$ cat config.mk
export PLATFORM = sky130hd
export DESIGN_NAME = partial_sum_accumulator44
export DESIGN_NICKNAME = d
export VERILOG_FILES = /design/src/rtl/partial_sum_accumulator44_pkg.sv /design/src/rtl/customAdder44_31.sv /design/src/rtl/partial_sum_accumulator44.sv
export SDC_FILE = /design/constraint.sdc
export NUM_CORES = 1
export LEC_CHECK = 0
export ABC_AREA = 1
export CORE_UTILIZATION = 30
export DETAILED_ROUTE_END_ITERATION = 10
export GPL_TIMING_DRIVEN = 0
export PLACE_DENSITY = 0.55
export SETUP_SLACK_MARGIN = 0.1
export SYNTH_ARGS = -nofsm -noshare
export SYNTH_HDL_FRONTEND = slang
export SYNTH_SLANG_ARGS = --single-unit
$ cat constraint.sdc
create_clock -name clk -period 2.8 [get_ports clk]
set_input_delay 0.56 -clock clk [delete_from_list [all_inputs] [get_ports clk]]
set_output_delay 0.56 -clock clk [all_outputs]
set_load 0.01 [all_outputs]
$ cat src/rtl/partial_sum_accumulator44_pkg.sv
// Shared definitions for the partial-sum accumulator: FSM encoding and default widths.
package partial_sum_accumulator44_pkg;

    typedef enum logic [1:0] {
        IDLE  = 2'b00,
        ACCUM = 2'b01,
        DONE  = 2'b10
    } state_e;

    localparam int ACC_W_DEF  = 44;
    localparam int TERM_W_DEF = 13;
    localparam int CNT_W_DEF  = 8;

endpackage

$ cat src/rtl/customAdder44_31.sv
// 44-bit + 13-bit unsigned adder with a 45-bit sum (carry-out in the top bit).
module customAdder44_31 (
    input  logic [43:0] A,
    input  logic [12:0] B,
    output logic [44:0] Sum
);

    assign Sum = {1'b0, A} + {32'd0, B};

endmodule

$ cat src/rtl/partial_sum_accumulator44.sv
// Accumulates term_count unsigned terms onto acc_init, reporting the wrapped sum
// and a sticky carry-out through a valid/ready result handshake.
module partial_sum_accumulator44
    import partial_sum_accumulator44_pkg::*;
#(
    parameter int ACC_W  = ACC_W_DEF,
    parameter int TERM_W = TERM_W_DEF,
    parameter int CNT_W  = CNT_W_DEF
) (
    input  logic              clk,
    input  logic              rst_n,
    input  logic              start,
    input  logic [CNT_W-1:0]  term_count,
    input  logic [ACC_W-1:0]  acc_init,
    input  logic [TERM_W-1:0] term_in,
    input  logic              term_valid,
    output logic              term_ready,
    output logic [ACC_W-1:0]  result,
    output logic              overflow,
    output logic              result_valid,
    input  logic              result_ready,
    output logic              busy
);

    state_e             state_q, state_d;
    logic [ACC_W-1:0]   acc_q, acc_d;
    logic [CNT_W-1:0]   remaining_q, remaining_d;
    logic               overflow_q, overflow_d;
    logic [ACC_W:0]     sum;

    customAdder44_31 u_adder (
        .A   (acc_q),
        .B   (term_in),
        .Sum (sum)
    );

    always_comb begin
        state_d     = state_q;
        acc_d       = acc_q;
        remaining_d = remaining_q;
        overflow_d  = overflow_q;
        case (state_q)
            IDLE: begin
                if (start) begin
                    acc_d       = acc_init;
                    remaining_d = term_count;
                    overflow_d  = 1'b0;
                    state_d     = (term_count == '0) ? DONE : ACCUM;
                end
            end
            ACCUM: begin
                if (term_valid) begin
                    acc_d       = sum[ACC_W-1:0];
                    overflow_d  = overflow_q | sum[ACC_W];
                    remaining_d = remaining_q - CNT_W'(1);
                    if (remaining_q == CNT_W'(1)) begin
                        state_d = DONE;
                    end
                end
            end
            DONE: begin
                // start is deliberately not looked at here, even on the handoff cycle
                if (result_ready) begin
                    state_d = IDLE;
                end
            end
            default: state_d = IDLE;
        endcase
    end

    always_ff @(posedge clk or negedge rst_n) begin
        if (!rst_n) begin
            state_q     <= IDLE;
            acc_q       <= '0;
            remaining_q <= '0;
            overflow_q  <= 1'b0;
        end else begin
            state_q     <= state_d;
            acc_q       <= acc_d;
            remaining_q <= remaining_d;
            overflow_q  <= overflow_d;
        end
    end

    // All outputs decode from registered state only, so term_ready has no path from term_valid.
    assign term_ready   = (state_q == ACCUM);
    assign result_valid = (state_q == DONE);
    assign busy         = (state_q != IDLE);
    assign result       = acc_q;
    assign overflow     = overflow_q;

endmodule

# == Word level (Yosys, flattened, before mapping) ==
# Index checks and enable logic that the tools add are counted.
# word_totals
output_inout_bits,48
wordCells,35
in_bits,70
reg_bits,55
# op_classes
n_mux,15
addsub,2
n_eq_ne,7
n_bitwise,1
reduce_logical,6
# op_table
op,count
$mux W44,2
$pmux W44 S2,1
$add A44 B13 Y45,1
$mux W8,2
$pmux W8 S2,1
$mux W2,5
$eq A8 B1 Y1 const B,1
$logic_not A8 Y1,1
$sub A8 B1 Y8 const B,1
$pmux W2 S3,1
$ne A2 B1 Y1 const B,2
$ne A2 B2 Y1 const B,2
$reduce_and A4 Y1,1
$reduce_bool A2 Y1,2
$reduce_and A3 Y1,1
$eq A2 B1 Y1 const B,1
$eq A2 B2 Y1 const B,1
$logic_not A2 Y1,1
$mux W1,2
$pmux W1 S2,1
$or A1 B1 Y1,1

# == Logic depth before layout (Yosys ltp) ==
# depth
word_depth,4
mapped_depth,15
mapped_depth_nobuf,15

# == By module ==
# Synthesis repeated with hierarchy kept, for this count alone.
# hier_totals
cells_unflattened,822
hier_area_um2,5185.0
# modules_own_cells
mod,seq_area_each_um2,cells_each,n_inst,area_per_inst_um2
partial_sum_accumulator44,1376.3,365,1,2969.1
customAdder44_31,0.0,457,1,2215.9

# == Worst setup path after synthesis ==
# No wires, ideal clock.
# synth_path
kind,in2reg
from,input port term_in[0]
to,register acc_q[24] (netlist: result[24])
stages,15
required_ps,2680
setup_time_ps,120
arrival_time_ps,1974
path_buffers,0
slack_ps,706
cell_sequence,ha_1 > inv_1 > fa_1 > inv_1 > nand3_1 > nand3_2 > nand2_1 > nand2_2 > nand2_1 > nand2_2 > nand2_2 > nand2_1 > nand2_1 > o21ai_1 > nand2_1
# synth_between
elab_chain_cells,3
# synth_rtl
element,line_no,source
start: declaration,partial_sum_accumulator44.sv:15,"input logic [TERM_W-1:0] term_in,"
$add A44 B13 Y45,customAdder44_31.sv:8,"assign Sum = {1'b0, A} + {32'd0, B};"
$mux W44,partial_sum_accumulator44.sv:52,if (term_valid) begin
$pmux W44 S2,partial_sum_accumulator44.sv:42,case (state_q)
end signal: assignment,partial_sum_accumulator44.sv:74,acc_q <= '0;
end signal: assignment,partial_sum_accumulator44.sv:79,acc_q <= acc_d;
end: declaration,partial_sum_accumulator44.sv:26,"logic [ACC_W-1:0] acc_q, acc_d;"
# Every way passes these cells. The select of a mux whose other input is x is not followed.
# A chain may end at the register's enable or synchronous reset.

# == Worst setup path after layout ==
# layout_path
from,register state_q[0]
to,output port term_ready
# layout_between
elab_chain_cells,1
# layout_rtl
element,line_no,source
start: declaration,partial_sum_accumulator44.sv:25,"state_e state_q, state_d;"
start signal: assignment,partial_sum_accumulator44.sv:78,state_q <= state_d;
$eq A2 B1 Y1,partial_sum_accumulator44.sv:86,assign term_ready = (state_q == ACCUM);
end: declaration,partial_sum_accumulator44.sv:17,"output logic term_ready,"
# Every way passes these cells.

==> impl_metrics.ini <==
[worst_setup_path]
path_cells = buf_4 > inv_4 > nor2_4 > buf_6 > buf_4 > clkdlybuf4s50_1
path_class = flip-flop to output pin
max_stage_delay_ps = 560
startpoint_type = flip-flop
cpMostUsedCell = buf_4
cp-end-kind = output pin
startpoint = state_q[0]
cp.arrival_ps = 1970
critPathMaxFanout = 10
slowest_stage = clkdlybuf4s50_1
r2r_start = result[8]
cp.required_ps = 2240

[cells_and_area]
utilization = 0.412
fin_cells = 1167
drive_above_1_share = 0.0652
final_net_count = 1036
multi_input_area_um2 = 3090
area_growth_pct = 33.6
seqCellArea_um2 = 1380
final.fill_count = 1800
antenna_cells = 0

[die]
core_um2 = 16000
start_util = 0.309
io-pin-count = 118
die_x_um = 130
rows = 46
die_area_um2 = 17000
die_y_um = 130

[hold_path]
hp-class = input port to asynchronous set/reset pin

[grt]
grt_pass1_wl_um = 28200
met2_usage = 0.347
antenna_found_initial = 0
grtUsageMet1 = 0.322
grt_max_degree = 32
track_usage = 0.223
grt_most_used_layer = met2
gr-total-overflow = 0
grt_pass1_vias = 5115
met3_usage = 0.0250

[synth]
synth_most_common_cell = nand2_1
syn-cell-area_um2 = 4940
synth_top_area_frac = 0.279
synth_nets = 911
synthCells = 825
avgSynthCellArea_um2 = 5.99
ys.flop_type = dfrtp_1
async_flop_share = 1.00
synth_area_leader_cell = dfrtp_1
synth_area_leaders = dfrtp_1 28%, nand2_1 21%, nor2_1 10%
synth_seq_area_share = 0.279
synth-seq-cells = 55
synth_warnings = 0
synthDistinctLibCells = 37
synth_edf_count = 0
synthTopCellsByCount = 278 x nand2_1, 137 x nor2_1, 90 x inv_1

[sta]
period_share = 0.902
skew_ps = 12.4
fmax_ghz = 0.396
slew_viol_final = 0
max-slew-margin-rel = 0.525
rsz0062_at_grt = false
min_period_ps = 2530
fin_tns_setup_ps = 0
finalHoldViolCount = 0
worst_pin_slew_ps = 713
setup_viol = 0

[route]
drc = 0
post_drt_via_cell_ratio = 4.70
routed_wl_um = 17800
firstDrtPassIters = 5
vias = 5482
drtAntennaViolNets = 0
wl_per_cell_um = 15.3
drtIter0Drc = 414

[power]
p_sw_mw = 3.81
power_density_nw_per_um2 = 1120
p_int_mw = 3.59
peakVddDrop_mv = 0.540
p_seq_frac = 0.244
swShare = 0.515
p_leak_nw = 3.18
clock_power_share = 0.102
combPwrFrac = 0.654

[cts]
cts_inserted_buffers = 5
cts.sinks = 55
clk_latency_ps = 320
clock_path_buffers = 2
cts.reportedPaths.clkPinSlew_ps = 80
postCtsSetupBuffers = 0
ctsHtreeMaxLevel = 2
cts_hold_buf = 0
tritoncts = yes
cts_root_buffer = clkbuf_16

[run]
max_cap_viol_count = 0

[run_status]
outcome = finished, final reports clean

[place]
portBuffers = 117
dpl.cell_count = 1159
dp_hpwl_um = 14400
gp_congestion = 0.965
cells by family after synthesis:
| group | after synthesis | synth area share |
|---|---|---|
| AND/OR/NAND/NOR | 546 | 0.469 |
| buffers and inverters | 119 | 0.102 |
| AO/OA/AOI/OAI | 76 | 0.0849 |
| flip-flops | 55 | 0.279 |
| adder cells (fa/ha/maj) | 16 | 0.0420 |
| XOR/XNOR | 13 | 0.0230 |
power groups by stage:
stage | Combinational [mW] | Sequential, mW | Clock (mW)
floorplan | 2.91 | 1.78 | 0
global placement | 4.77 | 1.81 | 0
detailed placement | 4.81 | 1.81 | 0
CTS | 4.84 | 1.80 | 0.774
global route | 5.48 | 1.88 | 0.794
finish | 4.84 | 1.81 | 0.758
worst paths after layout:
check	end	slack, ps	cells past startpoint
setup / recovery	term_ready	270	6
hold / removal	remaining_q[2]	240	1
max in group asynchronous	result[35]	1960	2
min in group clk	result[5]	520	2
setup reg to reg	result[34]	570	11
hold reg to reg	result[5]	520	2
layout by cell type (no fill, tap or decap), types with 4 or more instances in the layout:
cell / n
a21oi_1: 12
buf_2: 6
buf_4: 5
buf_6: 5
clkbuf_1: 6
clkbuf_16: 5
clkdlybuf4s50_1: 116
dfrtp_1: 55
ha_1: 14
inv_1: 89
inv_2: 5
nand2_1: 277
nand2_2: 10
nand3_1: 79
nand3_2: 6
nand3b_1: 5
nand4_1: 12
nor2_1: 137
nor2_2: 5
nor3_1: 4
o21ai_0: 28
o21ai_1: 20
o21bai_1: 5
xor2_1: 13
what timing repair did:
item	CTS	global route
setup endpoints to repair	1	8
resized for setup	1	8
pin swaps	0	0
per-layer routing:
| metal | vias up | part of all wire |
|---|---|---|
| li1 | 2867 | - |
| met1 | 2456 | 0.49 |
| met2 | 148 | 0.44 |
| met3 | 11 | 0.056 |
| met4 | 0 | 0.012 |
| met5 | - | 0 |
critical path, delay by kind of cell (launching register included):
| kind | cells | cell delay (ps) |
|---|---|---|
| simple gates | 1 | 140 |
| flops | 1 | 330 |
| buf+inv | 5 | 1180 |
state kept, by name, summed over array words and instances, names as in the netlist:
name         cells
remaining_q      8
state_q          2
result          44
overflow         1
final cells by class:
cell class / count / area share
Sequential cell: 55 / 0.209
Clock buffer: 5 / 0.0190
Timing Repair Buffer: 118 / 0.180
Multi-Input combinational cell: 651 / 0.468
Clock inverter: 3 / 0.00664
Buffer: 23 / 0.0226
Inverter: 96 / 0.0550
Tap cell: 216 / 0.0410
stage by stage:
stage               cell area, um2  power, mW  hold WS [ps]  setup WS (ps)
floorplan                     4940       4.69           264            706
global placement              6380       6.58           510           -755
detailed placement            6400       6.62           512           -135
CTS                           6570       7.41           269            142
global route                  6600       8.16           303            113
finish                        6600       7.41           242            273
Note: power is estimated with default switching activity, not from simulation.
